--- config.mk ---
export PLATFORM = sky130hd
export DESIGN_NAME = universal_shift_reg
export DESIGN_NICKNAME = d
export VERILOG_FILES = /design/src/rtl/usr_pkg.sv /design/src/rtl/usr_next_value.sv /design/src/rtl/universal_shift_reg.sv
export SDC_FILE = /design/constraint.sdc
export NUM_CORES = 1
export LEC_CHECK = 0
export BUFFER_PORTS_ARGS = -buffer_cell sky130_fd_sc_hd__buf_2
export CAP_MARGIN = 20
export CORE_AREA = 2 2 39 41
export CTS_BUF_LIST = sky130_fd_sc_hd__clkbuf_4 sky130_fd_sc_hd__clkbuf_8
export DETAILED_ROUTE_END_ITERATION = 10
export DIE_AREA = 0 0 41 43
export PLACE_DENSITY = 0.67
export SYNTH_ARGS = -nofsm -noshare
export SYNTH_HDL_FRONTEND = slang
export SYNTH_SLANG_ARGS = --single-unit
--- constraint.sdc ---
create_clock -name clk -period 0.95 [get_ports clk]
set_input_delay 0.0475 -clock clk [delete_from_list [all_inputs] [get_ports clk]]
set_output_delay 0.0475 -clock clk [all_outputs]
set_load 0.01 [all_outputs]
--- src/rtl/usr_pkg.sv ---
// Shared constants for the universal shift register: mode encoding and default width.
package usr_pkg;

    // Default register width in bits.
    localparam int DEFAULT_WIDTH = 8;

    // Mode encoding, indexed as {shift_left, shift_right}.
    typedef enum logic [1:0] {
        MODE_LOAD = 2'b00,
        MODE_SHR  = 2'b01,
        MODE_SHL  = 2'b10,
        MODE_HOLD = 2'b11
    } mode_e;

endpackage

--- src/rtl/usr_next_value.sv ---
// Combinational next-state mux: load, zero-fill shift left/right, or hold.
module usr_next_value
    import usr_pkg::*;
#(
    parameter int WIDTH = DEFAULT_WIDTH
) (
    input  mode_e            mode,
    input  logic [WIDTH-1:0] q,
    input  logic [WIDTH-1:0] parallel_in,
    output logic [WIDTH-1:0] next_q
);

    // Select the next register value; conflicting shift requests hold.
    always_comb begin
        next_q = q;
        case (mode)
            MODE_LOAD: next_q = parallel_in;
            MODE_SHL:  next_q = {q[WIDTH-2:0], 1'b0};
            MODE_SHR:  next_q = {1'b0, q[WIDTH-1:1]};
            MODE_HOLD: next_q = q;
            default:   next_q = q;
        endcase
    end

endmodule

--- src/rtl/universal_shift_reg.sv ---
// Universal shift register: parallel load, logical shift left/right, hold.
// Ports stay flat and in fixed order so positional instantiation works.
module universal_shift_reg
    import usr_pkg::*;
#(
    parameter int WIDTH = DEFAULT_WIDTH
) (
    input  logic             clk,
    input  logic             reset,
    input  logic             shift_left,
    input  logic             shift_right,
    input  logic [WIDTH-1:0] parallel_in,
    output logic [WIDTH-1:0] parallel_out
);

    mode_e            mode;
    logic [WIDTH-1:0] q;
    logic [WIDTH-1:0] next_q;

    assign mode = mode_e'({shift_left, shift_right});

    usr_next_value #(
        .WIDTH (WIDTH)
    ) u_next_value (
        .mode        (mode),
        .q           (q),
        .parallel_in (parallel_in),
        .next_q      (next_q)
    );

    // Register with asynchronous active-low clear; otherwise takes the mux result.
    always_ff @(posedge clk or negedge reset) begin
        if (!reset) begin
            q <= '0;
        end else begin
            q <= next_q;
        end
    end

    assign parallel_out = q;

endmodule

# --- After elaboration in Yosys (flattened, before gate mapping) ---
# Cells that the tools add are included.
# Widths: inputs -> output; s select.
word_totals:
  ramBits: 0
  latchBits: 0
  output_inout_bits: 8
  word_cells: 6
  mem_bits_ro: 0
  ff_bits: 8
  n_memories: 0
  in_bits: 12
classes:
  eq_ne: 3
  bitwise: 0
  magnitude_cmp: 0
  n_div: 0
  reduce_logical: 1
  n_mul: 0
  addsub: 0
  mux: 1
  shifts: 0
op_table:
  columns: ["operator", "n"]
  rows:
  - ["$pmux 8 s3", 1]
  - ["$eq 2x2->1 const B", 2]
  - ["$eq 2x1->1 const B", 1]
  - ["$logic_not 2->1", 1]

# --- Logic depth before layout (Yosys ltp) ---
logic_depth:
  word_depth: 2
  mapped_depth: 5
  mapped_depth_nobuf: 4

# --- By module ---
# From an unflattened synthesis, not the netlist that was laid out.
hier_totals:
  hier_cells: 22
  hier_area_um2: 405.4
modules_own_cells:
  columns: ["module", "n_inst", "cells_each", "seq_area_each_um2", "area_each_um2"]
  rows:
  - ["usr_next_value", 1, 14, 0.0, 205.2]
  - ["universal_shift_reg", 1, 8, 200.2, 200.2]

# --- Worst setup path before layout ---
# No wires, ideal clock.
synth_path:
  path_type: "input to register"
  startpoint: "in shift_right"
  endpoint: "reg q[5], in the netlist parallel_out[5]"
  path_slack_ps: -27
  required_ps: 821
  setup_ps: 129
  path_buffers: 1
  path_stages: 5
  arrival_time_ps: 848
  path_cell_list: "inv_1 -> ha_1 -> buf_6 -> a221oi_1 -> o31ai_1"
synth_between:
  elab_chain_len: 2
  elab_cells_between_ends: 5
  classes_between: "eq/ne (3); mux (1); reduce/logical (1)"
synth_lines:
  columns: ["item", "line", "text"]
  rows:
  - ["from (decl)", "universal_shift_reg.sv:11", "input logic shift_right,"]
  - ["$eq 2x1->1, or another cell as far along", "usr_next_value.sv:16", "case (mode)"]
  - ["$pmux 8 s3", "usr_next_value.sv:16", null]
  - ["to (signal assigned)", "universal_shift_reg.sv:36", "q <= next_q;"]
  - ["to (decl)", "universal_shift_reg.sv:17", "logic [WIDTH-1:0] q;"]
# Several ways; a longest one is shown, not always the timed one.
# A chain may end at the register's enable or synchronous reset.

# --- Worst setup path after layout ---
layout_path:
  startpoint: "reg q[4], in the netlist parallel_out[4]"
  endpoint: "out parallel_out[4]"
layout_lines:
  columns: ["item", "line", "text"]
  rows:
  - ["to (decl)", "universal_shift_reg.sv:13", "output logic [WIDTH-1:0] parallel_out"]
# No word-level cell between the ends.

==> qor.yml <==
detailed_routing:
  drtAntennaViolNets: 0
  wirelength_mm: 1.22
  num_vias: 475
  dr.pass1.iters: 3
  drt_iter0_markers: 7
  wl_per_cell_um: 13.0
  route.detailed.drc: 0
  viasPerCell: 5.05
power_and_ir_drop:
  power_mw: 1.14
  max-vdd-ir-drop_v: 0.000619
  p_per_area_mw_per_mm2: 1480
  p_leak_nw: 0.358
floorplanning:
  die_height_um: 43
  die_area_mm2: 0.00176
  core_area_mm2: 0.00138
  start_util: 0.362
  ioPinCount: 20
  std_cell_rows: 14
  die_x_um: 41
timing:
  holdWs_ns: 0.0863
  slew_headroom: 0.797
  skew_ns: 0.00183
  setup-violations-final: 1
  fin_crit_ns: 0.969
  hold_viol: 0
  worst_pin_slew_ns: 0.304
  rsz0062_at_grt: "true"
  clock.fmax_mhz: 1030
  maxSlewViolCount: 0
  setup_ws_ns: -0.0188
  post-route-period-util: 1.02
global_route:
  overflow: 0
  groute.usage.overall: 0.162
  antenna_found_initial: 0
  grt_pass1_vias: 439
  grt_max_degree: 17
  grt_pass1_wl_mm: 1.87
setup_path:
  worstSetupStartpointType: "flop"
  critPathKind: "reg -> out"
  crit_arrival_ns: 0.92
  crit_fanout: 3
  crit_path_end_kind: "primary output"
  required_ns: 0.90
final_layout:
  drive_gt1_frac: 0.538
  stdcell_count: 94
  largest_register_ffs: 8
  antenna_cells: 0
  area_growth_pct: 54.0
  fin_nets: 95
placed_design:
  dpl.hpwl_um: 850
  gp_congestion: 0.744
  dp.cells: 89
  placement.io_buffers: 19
  detailedPlace.worstSlack_ns: -0.106
logic_synthesis:
  synth.avg_cell_area_um2: 10.2
  synth_cell_types: 16
  synth_fp_nets: 64
  synth_ff_type: "dfrtp_1"
  ys_seq_area_frac: 0.400
  yosysTopAreaCell: "dfrtp_1"
  synthTopCellsByArea: "dfrtp_1 40%, a221oi_1 8.8%, ha_1 7.5%, o31ai_1 7.5%, nor2b_2 7.0%"
  synth.most_common_cell: "dfrtp_1"
  syn_area_um2: 500
  yosys-top-cells-count: "8 x dfrtp_1, 6 x nand2_1, 5 x a221oi_1, 5 x o31ai_1"
  synth_top_area_frac: 0.400
  synth_warnings: 0
  synth-edff-count: 0
  ys_ff_latch: 8
  netlist_instances: 49
  async_reset_ff_frac: 1.00
run:
  drv_cap: 0
run_status:
  status: "finished, violations left"
  violations: "setup timing"
clock_tree:
  insertion_delay_ns: 0.25
  cts_buffers: 3
  root_buffer: "clkbuf_4"
  path_clk_slew_ns: 0.05
  htree_levels: 1
  cts_buffer_depth: 2
  cts.sinks: 8
  cts_tree: "yes"
hold_path:
  hold_class: "in -> reg"
[power by group]
| part | leakage [nW] | total [mW] | switching [mW] | internal, mW |
|---|---|---|---|---|
| Clock | 0.0138 | 0.261 | 0.116 | 0.145 |
| Sequential | 0.0958 | 0.447 | 0.0522 | 0.395 |
| Combinational | 0.249 | 0.434 | 0.180 | 0.254 |
[path summary, 6_finish.rpt]
| path | from | to | slack (ns) | depth (start not counted) |
|---|---|---|---|---|
| max | parallel_out[4]$_DFFE_PN0P_ | parallel_out[4] | -0.02 | 2 |
| max reg2reg | parallel_out[5]$_DFFE_PN0P_ | parallel_out[6]$_DFFE_PN0P_ | 0.01 | 2 |
| min | parallel_in[1] | parallel_out[1]$_DFFE_PN0P_ | 0.09 | 3 |
| max in group asynchronous | reset | parallel_out[2]$_DFFE_PN0P_ | 0.59 | 2 |
| min reg2reg | parallel_out[5]$_DFFE_PN0P_ | parallel_out[5]$_DFFE_PN0P_ | 0.56 | 2 |
| min in group asynchronous | reset | parallel_out[3]$_DFFE_PN0P_ | 0.17 | 2 |
[cells by family (layout without fill, tap and decap cells)]
logic type | count (synthesis) | in the layout | synth area share
fa+ha+maj | 3 | 3 | 0.0750
buf+inv | 6 | 35 | 0.0700
flops | 8 | 8 | 0.400
simple gates | 16 | 16 | 0.207
compound gates | 16 | 16 | 0.248
[repair_timing]
| action | CTS | global route |
|---|---|---|
| buffers inserted | 1 | 0 |
| hold buffers | 1 | 0 |
| pin swaps | 0 | 4 |
| resized for setup | 6 | 8 |
| endpoints found under the hold margin | 8 | 0 |
| endpoints found under the setup margin | 6 | 10 |
[through the flow]
step                TNS (ns)   util  area, um2
finish               -0.0188  0.557        771
global route          -0.208  0.557        771
CTS                  -0.0629  0.533        737
detailed placement    -0.535  0.480        664
global placement      -0.326  0.480        664
floorplan                  0      -        513
[worst max-delay path, stage by stage, from the launching register on]
cell     delay [ns]
dfrtp_1        0.42
buf_6          0.14
buf_6          0.11
[area by class of cell]
| cell class | instances | area (um2) |
|---|---|---|
| inverter | 3 | 11.3 |
| fill | 117 | 613 |
| timing repair buffer | 29 | 219 |
| sequential | 8 | 201 |
| clock buffer | 3 | 22.5 |
| multi-input combinational | 35 | 297 |
| tap | 16 | 20.0 |
[cell usage in the layout, fill, tap and decap left out]
cell type	Yosys	layout
nor3b_2	1	1
ha_1	3	2
buf_6	1	9
o31ai_1	5	5
dfrtp_2	0	1
inv_1	3	3
ha_4	0	1
nand2_1	6	6
a221oi_1	5	2
buf_4	1	5
dlygate4sd3_1	0	1
a21oi_1	4	4
nor2b_2	4	4
a211oi_1	1	1
nor2b_1	3	3
a221oi_2	1	4
dfrtp_1	8	7
buf_2	1	14
clkbuf_4	0	3
nand3b_1	2	2
[metal layers]
| layer | global-route usage | share of wire | vias up |
|---|---|---|---|
| li1 | - | - | 239 |
| met1 | 0.210 | 0.46 | 216 |
| met2 | 0.225 | 0.47 | 16 |
| met3 | 0.0314 | 0.040 | 4 |
| met4 | 0.120 | 0.027 | 0 |
| met5 | 0 | 0 | - |
No activity file was read; power rests on OpenSTA's default activity.
